[src/rtl/ikaopll_bus_sched.sv]
// rtl/ikaopll_bus_sched.sv - host write FIFO replayed into the OPLL register file on phi1 ticks
// Define IKAOPLL_BUSSCHED_DROPCNT_EN to add o_DROP_CNT, a saturating count of invalid-address drops.
module ikaopll_bus_sched #(
  parameter int FIFO_DEPTH = 4,
  parameter int ADDR_GAP   = 6,
  parameter int DATA_GAP   = 42
) (
  input  logic       i_EMUCLK,
  input  logic       i_RST,
  input  logic       i_phi1_NCEN_n,
  input  logic       i_CYCLE_00,
  input  logic       i_WR_VALID,
  output logic       o_WR_READY,
  input  logic       i_WR_A0,
  input  logic [7:0] i_WR_D,
  output logic       o_REG_WR_EN,
  output logic [5:0] o_REG_ADDR,
  output logic [7:0] o_REG_DATA,
  output logic       o_BUSY,
  output logic [4:0] o_FIFO_LVL
`ifdef IKAOPLL_BUSSCHED_DROPCNT_EN
  ,
  output logic [7:0] o_DROP_CNT
`endif
);

  localparam int AW      = $clog2(FIFO_DEPTH);
  localparam int GAP_MAX = (ADDR_GAP > DATA_GAP) ? ADDR_GAP : DATA_GAP;
  localparam int GW      = $clog2(GAP_MAX) + 1;

  typedef enum logic [1:0] {
    IDLE = 2'd0,
    SYNC = 2'd1,
    GAP  = 2'd2
  } state_t;

  state_t        state_q, state_d;
  logic [8:0]    mem_q [FIFO_DEPTH];
  logic [AW-1:0] wr_ptr_q, wr_ptr_d;
  logic [AW-1:0] rd_ptr_q, rd_ptr_d;
  logic [4:0]    lvl_q, lvl_d;
  logic [7:0]    addr_q, addr_d;
  logic [7:0]    data_q, data_d;
  logic [GW-1:0] gap_q, gap_d;
  logic          reg_wr_en_q, reg_wr_en_d;
  logic [5:0]    reg_addr_q, reg_addr_d;
  logic [7:0]    reg_data_q, reg_data_d;
  logic          tick;
  logic          push;
  logic          pop;
  logic [8:0]    head;

  assign tick       = ~i_phi1_NCEN_n;
  assign o_WR_READY = (lvl_q != 5'(FIFO_DEPTH));
  assign push       = i_WR_VALID & o_WR_READY;
  assign pop        = tick & (state_q == IDLE) & (lvl_q != 5'd0);
  assign head       = mem_q[rd_ptr_q];

  assign o_REG_WR_EN = reg_wr_en_q;
  assign o_REG_ADDR  = reg_addr_q;
  assign o_REG_DATA  = reg_data_q;
  assign o_BUSY      = (state_q != IDLE) | (lvl_q != 5'd0);
  assign o_FIFO_LVL  = lvl_q;

  always_comb begin
    wr_ptr_d = push ? wr_ptr_q + AW'(1) : wr_ptr_q;
    rd_ptr_d = pop  ? rd_ptr_q + AW'(1) : rd_ptr_q;
    lvl_d    = lvl_q + {4'd0, push} - {4'd0, pop};
  end

  // Entry bit 8 is A0: 0 selects the address latch, 1 a data write.
  always_ff @(posedge i_EMUCLK) begin
    if (push) begin
      mem_q[wr_ptr_q] <= {i_WR_A0, i_WR_D};
    end
  end

  always_comb begin
    state_d     = state_q;
    addr_d      = addr_q;
    data_d      = data_q;
    gap_d       = gap_q;
    reg_wr_en_d = reg_wr_en_q;
    reg_addr_d  = reg_addr_q;
    reg_data_d  = reg_data_q;
    if (tick) begin
      reg_wr_en_d = 1'b0;
      case (state_q)
        IDLE: begin
          if (pop) begin
            if (head[8]) begin
              data_d  = head[7:0];
              state_d = SYNC;
            end else begin
              addr_d  = head[7:0];
              gap_d   = GW'(ADDR_GAP - 1);
              state_d = GAP;
            end
          end
        end
        SYNC: begin
          if (i_CYCLE_00) begin
            if (addr_q[7:6] == 2'b00) begin
              reg_wr_en_d = 1'b1;
              reg_addr_d  = addr_q[5:0];
              reg_data_d  = data_q;
            end
            gap_d   = GW'(DATA_GAP - 1);
            state_d = GAP;
          end
        end
        GAP: begin
          if (gap_q == '0) begin
            state_d = IDLE;
          end else begin
            gap_d = gap_q - GW'(1);
          end
        end
        default: state_d = IDLE;
      endcase
    end
  end

  // Address latch resets to 0xFF so data written before any address is dropped.
  always_ff @(posedge i_EMUCLK or posedge i_RST) begin
    if (i_RST) begin
      state_q     <= IDLE;
      wr_ptr_q    <= '0;
      rd_ptr_q    <= '0;
      lvl_q       <= '0;
      addr_q      <= 8'hFF;
      data_q      <= '0;
      gap_q       <= '0;
      reg_wr_en_q <= 1'b0;
      reg_addr_q  <= '0;
      reg_data_q  <= '0;
    end else begin
      state_q     <= state_d;
      wr_ptr_q    <= wr_ptr_d;
      rd_ptr_q    <= rd_ptr_d;
      lvl_q       <= lvl_d;
      addr_q      <= addr_d;
      data_q      <= data_d;
      gap_q       <= gap_d;
      reg_wr_en_q <= reg_wr_en_d;
      reg_addr_q  <= reg_addr_d;
      reg_data_q  <= reg_data_d;
    end
  end

`ifdef IKAOPLL_BUSSCHED_DROPCNT_EN
  logic       drop;
  logic [7:0] drop_cnt_q, drop_cnt_d;

  assign drop       = tick & (state_q == SYNC) & i_CYCLE_00 & (addr_q[7:6] != 2'b00);
  assign o_DROP_CNT = drop_cnt_q;

  always_comb begin
    drop_cnt_d = drop_cnt_q;
    if (drop && (drop_cnt_q != 8'hFF)) begin
      drop_cnt_d = drop_cnt_q + 8'd1;
    end
  end

  always_ff @(posedge i_EMUCLK or posedge i_RST) begin
    if (i_RST) begin
      drop_cnt_q <= '0;
    end else begin
      drop_cnt_q <= drop_cnt_d;
    end
  end
`endif

endmodule

[config.mk]
export PLATFORM = sky130hd
export DESIGN_NAME = ikaopll_bus_sched
export DESIGN_NICKNAME = d
export VERILOG_FILES = /design/src/rtl/ikaopll_bus_sched.sv
export SDC_FILE = /design/constraint.sdc
export NUM_CORES = 1
export LEC_CHECK = 0
export ABC_CLOCK_PERIOD_IN_PS = 2800
export BUFFER_PORTS_ARGS = -buffer_cell sky130_fd_sc_hd__buf_2
export CAP_MARGIN = 20
export CORE_ASPECT_RATIO = 2
export CORE_UTILIZATION = 39
export CTS_CLUSTER_DIAMETER = 50
export DETAILED_ROUTE_END_ITERATION = 6
export MAX_ROUTING_LAYER = met4
export PLACE_DENSITY = 0.55
export SYNTH_ARGS = -nofsm -noshare
export SYNTH_HDL_FRONTEND = slang
export SYNTH_SLANG_ARGS = --single-unit
[constraint.sdc]
create_clock -name i_EMUCLK -period 2.8 [get_ports i_EMUCLK]
set_input_delay 0.56 -clock i_EMUCLK [delete_from_list [all_inputs] [get_ports i_EMUCLK]]
set_output_delay 0.56 -clock i_EMUCLK [all_outputs]
set_load 0.02 [all_outputs]
==> key figures, run 1 <==
Run status
  • Run status: finished, violations left
  • Failing checks: DRC

Layout
  • Final instance area: between 4000 and 5000 um2
  • Nets: ~320
  • Fill count: between 800 and 900
  • Final non-filler cell total: 397
  • Commonest non-fill, non-tap cell in the layout: dfrtp_1
  • Most frequent cells in the layout: dfrtp_1, edfxtp_1, buf_2, mux2_2, ha_1
  • Layout cell share with drive strength beyond 1: 0.389
  • Antenna Cells: 0
  • Area growth syn-to-layout: 16.9%

Die
  • Die Wd: around 70 um
  • Initial core utilization: 0.399
  • I/O pin total: 36
  • Die area: just under 10,000 um2
  • Chip height: around 140 um
  • FP Rows: 50
  • Core Region: approximately 9300 um2

Clocking
  • TritonCTS clock tree: done
  • # hold bufs at CTS: 0
  • CTS clock-pin slew for the worst setup and hold paths: approximately 60 ps
  • Maximum clock insertion buffer count: 2
  • Skew-Pair Late Insertion Delay: 340 ps
  • PostCTS Resize Cnt: 0
  • Num CTS Buffers: 9
  • Root buffer cell: clkbuf_16
  • CTS Sinks: 85
  • Max H-tree Level: 3
  • Post-CTS Setup Repair Bufs: 0

Detailed routing
  • Final ANT Viol Nets: 0
  • Residual DRC: 2
  • Via Count: between 2,000 and 2,500
  • Total wire length: roughly 6700 um
  • DRT iter0 DRCs: between 70 and 80
  • Drt via density: between 5 and 6
  • Pre-antenna DRT Iters: 7
  • Drt wl/cell: 16.8 um

Critical path
  • Critical path fanouts, max: 5
  • Slowest stage delay, CP: about 400 ps
  • Critical path data required time: 3060 ps
  • Crit path cell chain: inv_1 > ha_1 > inv_1 > nor3_1 > xnor2_1 > ha_1 > inv_1 > fa_1 > inv_1 > a21oi_1 > o21bai_1 > xnor2_1
  • CP Launch Type: flip-flop
  • R2r worst-path depth: 12
  • Crit path DAT: between 2000 and 3000 ps
  • CP Class: reg2reg
  • Most frequent CP cell: inv_1
  • CP bufs+invs: 4
  • Slowest stage cell, crit path: dfrtp_1
  • Worst Setup End Kind: flip-flop
  • Critical path depth in cells: 12
  • Critical path's top delay family: adder cells

STA
  • F_max: 402 MHz
  • Setup Viol. Count Final: 0
  • Clock Skew: between 5 and 6 ps
  • Pins over their slew limit: 0
  • RSZ-0062 raised after global routing: no
  • Worst-margin pin slew: between 600 and 700 ps
  • Final Cycle Share: 0.888
  • Total Neg Setup Slack: 0 ps
  • Final WS setup: between 300 and 400 ps
  • Final number of hold-violating endpoints: 0
  • Slew margin rel.: 0.550
  • Final worst path period need: roughly 2500 ps

Synthesis
  • Seq/Total Area, Yosys: 0.624
  • Simple-Gate Fraction of Synth Area: 0.0758
  • Synth Area in Adders: 0.0559
  • #FFs+latches synth: 85
  • Post-Syn Nets: ~270
  • Synth cell types: 44
  • Synth Area per Inst: approximately 16 um2
  • Synth Cell Area: ~3700 um2
  • Largest family of logic cells by synthesized area: multiplexers
  • Post-synthesis xor/xnor area fraction: 0.0189
  • Mux cell area share after synthesis: 0.160
  • Mapped Cells: around 240
  • Ys Warns: 0
  • Synth Area in Compound Gates: 0.0461

Power and ir drop
  • P_leak: ~0.0019 uW
  • Peak supply drop: just under 500 uV
  • Cell Pwr Density: around 1200 nW/um2

Placed design
  • Pre-CTS WS: about 310 ps
  • Placement Cell Area: ~4100 um2
  • Final Wtd Congestion: a little under 0.8
  • IO Port Bufs: 35
  • Dpl cells: about 380
  • HPWL after DPL: ~4800 um

Job
  • Max_cap viols: 0

Worst hold path
  • Worst Hold Class: in2async

GRT
  • First-pass GRT wire length: roughly 11,000 um
  • Initial antenna violation count: 0
  • Largest net degree at the start of global routing: 23
  • Gr usage total: 0.154
  • Total congestion overflow: 0
  • Number of global-route vias before repair: roughly 2,200
## power by group
part,total (uW),internal [uW],switching [uW]
Clock,1140,660,475
Sequential,2070,1810,262
Combinational,1870,867,1000
Total,5080,3340,1740
## worst paths after layout
path / startpoint / end / slack (ps)
worst max-delay path: state_q[1]$_DFFE_PP0P_ / o_FIFO_LVL[4]$_DFF_PP0_ / 310
worst min-delay path: i_RST / o_REG_ADDR[1]$_DFFE_PP0P_ / 230
worst max register to register: state_q[1]$_DFFE_PP0P_ / o_FIFO_LVL[4]$_DFF_PP0_ / 310
worst min register to register: o_REG_WR_EN$_DFFE_PP0N_ / o_REG_WR_EN$_DFFE_PP0N_ / 480
max in group asynchronous: i_RST / addr_q[7]$_DFFE_PP1P_ / 1890
min in group i_EMUCLK: i_WR_D[5] / mem_q[0][5]$_DFFE_PP_ / 440
## through the flow
| stage | power (uW) | hold slack [ps] | utilization |
|---|---|---|---|
| floorplan | 3440 | 455 | - |
| global placement | 3960 | 469 | 0.435 |
| detailed placement | 4000 | 466 | 0.435 |
| CTS | 5160 | 242 | 0.466 |
| global route | 5410 | 272 | 0.466 |
| finish | 5080 | 234 | 0.466 |
## worst register-to-register path, stage by stage, from the launching register on
cell,delay [ps]
dfrtp_1,410
inv_1,100
ha_1,250
inv_1,120
nor3_1,320
xnor2_1,170
ha_1,190
inv_1,50
fa_1,400
inv_1,70
a21oi_1,60
o21bai_1,150
xnor2_1,130
## cells by family after synthesis
logic type | after synthesis
flops | 85
mux | 44
simple gates | 43
compound gates | 24
buf+inv | 19
fa+ha+maj | 16
xor+xnor | 8
## sequential cells by signal (all words and copies together), names as in the netlist
register and flops:
wr_ptr_q 2, o_FIFO_LVL 5, addr_q 8, mem_q 36, state_q 2, rd_ptr_q 2, o_REG_WR_EN 1, o_REG_ADDR 6
gap_q 7, o_REG_DATA 8, data_q 8
## synthesized netlist by cell type, drive strengths merged
| library cell | number | area share |
|---|---|---|
| o31ai | 9 | 0.020 |
| o2111ai | 1 | 0.0024 |
| o21bai | 2 | 0.0040 |
| edfxtp | 36 | 0.29 |
| dfstp | 8 | 0.057 |
| inv | 15 | 0.015 |
| o21a | 1 | 0.0020 |
| clkbuf | 1 | 0.0010 |
| nor2 | 7 | 0.0071 |
| mux2i | 2 | 0.0054 |
| nand4 | 1 | 0.0017 |
| nor2b | 3 | 0.0051 |
| o41ai | 1 | 0.0024 |
| o31a | 1 | 0.0024 |
| dfrtp | 41 | 0.28 |
| mux4 | 9 | 0.055 |
| buf | 3 | 0.0037 |
| a21oi | 5 | 0.0067 |
| mux2 | 33 | 0.10 |
| and2 | 1 | 0.0017 |
| ha | 15 | 0.051 |
| fa | 1 | 0.0054 |
| nor4 | 3 | 0.011 |
| nand2 | 11 | 0.012 |
| nor4b | 1 | 0.0064 |
| and3b | 1 | 0.0024 |
| o21ai | 2 | 0.0027 |
| or4b | 2 | 0.0074 |
| nand3 | 2 | 0.0040 |
| nor3b | 1 | 0.0020 |
| and3 | 4 | 0.0067 |
| xor2 | 3 | 0.0071 |
| or3 | 1 | 0.0017 |
| nor3 | 4 | 0.0054 |
| nand2b | 1 | 0.0017 |
| a21o | 2 | 0.0040 |
| xnor2 | 5 | 0.012 |
## metal layers
layer  vias to the layer above  track usage  routed length [um]
li1                        984            -                   -
met1                      1035        0.174                2800
met2                        32        0.258                3530
met3                        13       0.0173                 120
met4                         0       0.0968                 218
met5                         -            -                   0
## cell type report
cell class	count	area (um2)	share of cell area
clock buffer	12	258	0.0593
tap	104	130	0.0299
timing repair buffer	42	228	0.0524
multi-input combinational	135	1330	0.305
clock inverter	4	31.3	0.00720
sequential	85	2320	0.533
inverter	15	56.3	0.0130
Note: power is estimated with default switching activity, not from simulation.
==> run 2: changes to the inputs <==
--- a/config.mk
+++ b/config.mk
@@ -6,7 +6,7 @@
 export NUM_CORES = 1
 export LEC_CHECK = 0
 export ABC_CLOCK_PERIOD_IN_PS = 2800
-export BUFFER_PORTS_ARGS = -buffer_cell sky130_fd_sc_hd__buf_2
+export BUFFER_PORTS_ARGS = -buffer_cell sky130_fd_sc_hd__buf_4
 export CAP_MARGIN = 20
 export CORE_ASPECT_RATIO = 2
 export CORE_UTILIZATION = 39
==> key figures, run 2 (synthesized netlist as in run 1, its figures left out) <==
STA
  • F_max: 409 MHz
  • Min Hold Slack: 208 ps
  • Worst-margin pin slew: 517 ps
  • Final worst path period need: around 2400 ps
  • Slew margin rel.: 0.655
  • Setup Viol. Count Final: 0
  • Final Cycle Share: 0.873
  • Final number of hold-violating endpoints: 0
  • Clock Skew: between 9 and 10 ps
  • Pins over their slew limit: 0
  • Total Neg Setup Slack: 0 ps
  • RSZ-0062 raised after global routing: no

Die
  • Die area: around 9900 um2
  • Core Region: between 9000 and 10,000 um2
  • Chip height: 140 um
  • I/O pin total: 36
  • Initial core utilization: 0.399
  • FP Rows: 50
  • Die Wd: just over 70 um

Critical path
  • Crit path cell chain: inv_1 > ha_1 > nor4b_4 > nor3_2 > xnor2_1 > ha_1 > inv_1 > fa_1 > inv_1 > a21oi_1 > o21bai_1 > xnor2_1
  • Reg-to-Reg Start: o_FIFO_LVL[3]$_DFF_PP0_
  • Most frequent CP cell: inv_1
  • Critical path data required time: 3050 ps
  • Slowest stage cell, crit path: dfrtp_1
  • R2R Setup Slk: about 350 ps
  • Slowest stage delay, CP: around 400 ps
  • CP Launch Type: flip-flop
  • Reg2reg end: o_FIFO_LVL[4]$_DFF_PP0_
  • Crit path DAT: between 2000 and 3000 ps
  • R2r worst-path depth: 12
  • CP Class: reg2reg
  • Critical path fanouts, max: 5
  • Worst Setup End Kind: flip-flop

Power and ir drop
  • P_leak: roughly 0.0019 uW
  • Peak supply drop: 433 uV
  • Total power: 5130 uW
  • Cell Pwr Density: approximately 1200 nW/um2

Detailed routing
  • DRT iter0 DRCs: slightly below 90
  • Residual DRC: 0
  • Pre-antenna DRT Iters: 6
  • Total wire length: 6550 um
  • Final ANT Viol Nets: 0
  • Drt via density: ~5.3
  • Drt wl/cell: approximately 16 um
  • Via Count: 2,090

Layout
  • Most frequent cells in the layout: buf_4, dfrtp_1, edfxtp_1, mux2_2, ha_1
  • Nets: 318
  • Reg with most FFs: mem_q
  • Area growth syn-to-layout: 19.1%
  • Layout Utilization: 0.475
  • Fill count: a little over 800
  • Final instance area: approximately 4400 um2
  • Layout cell share with drive strength beyond 1: 0.396
  • Commonest non-fill, non-tap cell in the layout: buf_4
  • Max reg flops: 36
  • Antenna Cells: 0

Placed design
  • IO Port Bufs: 35
  • Final Wtd Congestion: 0.774
  • HPWL after DPL: 4870 um
  • Placement Cell Area: between 4000 and 5000 um2

Clocking
  • Maximum clock insertion buffer count: 2
  • TritonCTS clock tree: done
  • CTS clock-pin slew for the worst setup and hold paths: around 70 ps
  • Post-CTS Setup Repair Bufs: 0
  • Num CTS Buffers: 9
  • Root buffer cell: clkbuf_16
  • Skew-Pair Late Insertion Delay: about 340 ps
  • Max H-tree Level: 3
  • CTS Sinks: 85

GRT
  • Total congestion overflow: 0
  • Gr usage total: 0.155
  • Initial antenna violation count: 0
  • First-pass GRT wire length: roughly 11,000 um
  • Largest net degree at the start of global routing: 20
  • Top Usage Layer GRT: met2
  • Met2 Use GR: 0.262
  • Met3 usage: 0.0295
  • Number of global-route vias before repair: roughly 2,300
  • GRT met1 Usage: 0.172

Worst hold path
  • Worst Hold Class: in2async

Run status
  • Run status: complete, no violations

Job
  • Max_cap viols: 0
==> run 2: cell types whose count changed in the layout (fill, tap and decap cells not counted), sizes merged <==
cell      previous run  this run
inv                 16        17
clkbuf              12        10
clkinv               3         2
clkinvlp             0         2
==> run 2: worst max-delay path by stage <==
| stage | from | endpoint | cells past startpoint |
|---|---|---|---|
| 2_1_floorplan | o_FIFO_LVL[2]$_DFF_PP0_ | o_FIFO_LVL[4]$_DFF_PP0_ | 12 |
| 3_3_place_gp | o_FIFO_LVL[3]$_DFF_PP0_ | o_FIFO_LVL[4]$_DFF_PP0_ | 12 |
| 3_5_place_dp | o_FIFO_LVL[3]$_DFF_PP0_ | o_FIFO_LVL[4]$_DFF_PP0_ | 12 |
| 4_1_cts | o_FIFO_LVL[3]$_DFF_PP0_ | o_FIFO_LVL[4]$_DFF_PP0_ | 12 |
| 5_1_grt | o_FIFO_LVL[2]$_DFF_PP0_ | o_FIFO_LVL[4]$_DFF_PP0_ | 12 |
| 6_report | o_FIFO_LVL[3]$_DFF_PP0_ | o_FIFO_LVL[4]$_DFF_PP0_ | 12 |
==> run 2: layout make-up <==
| type | instances | area [um2] | share of cell area |
|---|---|---|---|
| sequential | 85 | 2320 | 0.524 |
| clock buffer | 10 | 229 | 0.0518 |
| clock inverter | 6 | 46.3 | 0.0105 |
| tap | 104 | 130 | 0.0294 |
| timing repair buffer | 42 | 315 | 0.0713 |
| inverter | 15 | 56.3 | 0.0127 |
| multi-input combinational | 135 | 1330 | 0.301 |
==> run 2: critical path: cells and delay by family, from the launching register on <==
kind	cells	cell delay, ps
AOI/OAI and AO/OA	2	200
xor gates and xnor gates	2	310
buffers and inverters	3	220
and+or+nand+nor	2	490
adders and majority gates	3	730
DFF	1	400
==> run 2: stage by stage <==
stage	std cells	setup WS (ps)
5_1_grt	397	10.6
6_report	397	355
3_5_place_dp	381	306
4_1_cts	397	277
3_3_place_gp	381	394
2_1_floorplan	239	202
==> run 2: routing by layer <==
metal / up-vias / wire (um) / part of all wire
met4: 0 / 157 / 0.024
li1: 986 / - / -
met2: 31 / 3580 / 0.55
met1: 1061 / 2660 / 0.41
met3: 12 / 149 / 0.023
met5: - / 0 / 0
==> run 2: timing repair <==
item / CTS / global route
setup endpoints to repair: 0 / 1
hold buffers: 0 / 0
gates resized for setup: 0 / 1
==> run 2: where the power goes <==
group / total [uW] / internal [uW] / switching (uW)
logic: 1960 / 958 / 1000
clock network: 1100 / 607 / 492
registers: 2070 / 1810 / 266
==> run 3: changes to the inputs <==
--- a/config.mk
+++ b/config.mk
@@ -14,6 +14,7 @@
 export DETAILED_ROUTE_END_ITERATION = 6
 export MAX_ROUTING_LAYER = met4
 export PLACE_DENSITY = 0.55
+export REMOVE_ABC_BUFFERS = 1
 export SYNTH_ARGS = -nofsm -noshare
 export SYNTH_HDL_FRONTEND = slang
 export SYNTH_SLANG_ARGS = --single-unit
==> key figures, run 3 (synthesized netlist as in run 1, its figures left out) <==
Power and ir drop
  • Comb pwr share: 0.377
  • Total power: 5190 uW
  • Sequential share of power: 0.400
  • Peak supply drop: 524 uV
  • Clock power share: 0.223
  • Cell Pwr Density: around 1200 nW/um2
  • Sw frac: 0.341
  • Internal power: about 3400 uW
  • Sw power: ~1800 uW
  • P_leak: about 0.0019 uW

Layout
  • Reg with most FFs: mem_q
  • Antenna Cells: 0
  • Final instance area: ~4400 um2
  • Layout Utilization: 0.476
  • Max reg flops: 36
  • Most frequent cells in the layout: buf_4, dfrtp_1, edfxtp_1, mux2_2, ha_1
  • Nets: about 320
  • Layout cell share with drive strength beyond 1: 0.392
  • Area growth syn-to-layout: 19.4%
  • Commonest non-fill, non-tap cell in the layout: buf_4

Die
  • Initial core utilization: 0.399
  • Chip height: about 140 um
  • Die area: roughly 9900 um2
  • Die Wd: slightly above 70 um
  • Core Region: about 9300 um2
  • FP Rows: 50
  • I/O pin total: 36

Critical path
  • Critical path data required time: ~3100 ps
  • CP bufs+invs: 4
  • Crit path DAT: 2740 ps
  • Most frequent CP cell: inv_1
  • Slowest stage delay, CP: ~400 ps
  • R2r worst-path depth: 12
  • Crit path cell chain: inv_1 > ha_1 > inv_1 > nor3_1 > xnor2_1 > ha_1 > inv_1 > fa_1 > inv_1 > a21oi_1 > o21bai_1 > xnor2_1
  • Worst Setup End Kind: flip-flop
  • Critical path's top delay family: adder cells
  • Critical path fanouts, max: 5
  • CP Launch Type: flip-flop
  • Critical path depth in cells: 12
  • Slowest stage cell, crit path: dfrtp_1
  • CP Class: reg2reg

STA
  • F_max: slightly above 400 MHz
  • Setup Viol. Count Final: 0
  • RSZ-0062 raised after global routing: no
  • Slew margin rel.: 0.556
  • Final worst path period need: 2480 ps
  • Pins over their slew limit: 0
  • Final WS setup: roughly 320 ps
  • Final Cycle Share: 0.885
  • Worst-margin pin slew: 661 ps
  • Total Neg Setup Slack: 0 ps
  • Clock Skew: 5.25 ps
  • Final number of hold-violating endpoints: 0

Clocking
  • Num CTS Buffers: 9
  • CTS Sinks: between 80 and 90
  • Maximum clock insertion buffer count: 2
  • Skew-Pair Late Insertion Delay: approximately 330 ps
  • Post-CTS Setup Repair Bufs: 0
  • TritonCTS clock tree: done
  • Max H-tree Level: 3
  • # hold bufs at CTS: 0
  • Root buffer cell: clkbuf_16
  • CTS clock-pin slew for the worst setup and hold paths: 60 ps
  • PostCTS Resize Cnt: 0

GRT
  • First-pass GRT wire length: approximately 11,000 um
  • Number of global-route vias before repair: 2,180
  • Gr usage total: 0.156
  • Initial antenna violation count: 0
  • Largest net degree at the start of global routing: 20
  • Total congestion overflow: 0

Detailed routing
  • Via Count: between 2,000 and 2,500
  • Residual DRC: 0
  • Total wire length: a little under 7000 um
  • Drt via density: about 5.2
  • DRT iter0 DRCs: 75
  • Final ANT Viol Nets: 0
  • Drt wl/cell: ~17 um
  • Pre-antenna DRT Iters: 6

Worst hold path
  • Worst Hold Class: in2async

Run status
  • Run status: complete, no violations

Placed design
  • Final Wtd Congestion: around 0.80
  • IO Port Bufs: 35
  • Pre-CTS WS: 319 ps
  • HPWL after DPL: 5000 um
  • Placement Cell Area: just over 4000 um2

Job
  • Max_cap viols: 0
==> run 3: cell count changes in the layout (fill, tap and decap cells not counted) <==
cell	change
clkinvlp_4	-1
clkinv_2	-1
inv_4	+1
clkbuf_16	+1
nor3_2	-1
nor3_1	+1
==> run 3: layout make-up <==
type                    count  area (um2)
multi-input cells         135        1330
flip-flops and latches     85        2320
clock buffers              11         254
clock inverters             5        40.0
repair buffers             42         315
well taps                 104         130
inverters                  15        56.3
fillers                   829        4880
==> run 3: stage by stage <==
stage | hold slack, ps | std cells
final | 213 | 397
after global routing | 242 | 397
after CTS | 221 | 397
after detailed placement | 481 | 381
after global placement | 471 | 381
after floorplan | 455 | 235
==> run 3: routing by layer <==
layer | up-vias | wire (um) | GRT usage
met2 | 30 | 3830 | 0.277
met5 | - | 0 | -
li1 | 981 | - | -
met3 | 10 | 146 | 0.0353
met4 | 0 | 150 | 0.0705
met1 | 1049 | 2640 | 0.160
==> run 3: worst paths after layout <==
path / from / to / slack (ps)
setup / recovery: state_q[0]$_DFFE_PP0P_ / o_FIFO_LVL[4]$_DFF_PP0_ / 320
hold / removal: i_RST / o_REG_DATA[1]$_DFFE_PP0P_ / 210
setup reg to reg: state_q[0]$_DFFE_PP0P_ / o_FIFO_LVL[4]$_DFF_PP0_ / 320
hold reg to reg: o_REG_WR_EN$_DFFE_PP0N_ / o_REG_WR_EN$_DFFE_PP0N_ / 490
max in group asynchronous: i_RST / addr_q[7]$_DFFE_PP1P_ / 1930
min in group i_EMUCLK: i_WR_D[4] / mem_q[1][4]$_DFFE_PP_ / 420
==> run 3: power groups by stage <==
stage | sequential, uW | combinational [uW] | clock [uW]
5_1_grt | 2140 | 2150 | 1240
3_5_place_dp | 2120 | 1980 | 0
3_3_place_gp | 2100 | 1980 | 0
6_report | 2080 | 1960 | 1160
2_1_floorplan | 2260 | 1170 | 0
4_1_cts | 2090 | 2000 | 1190
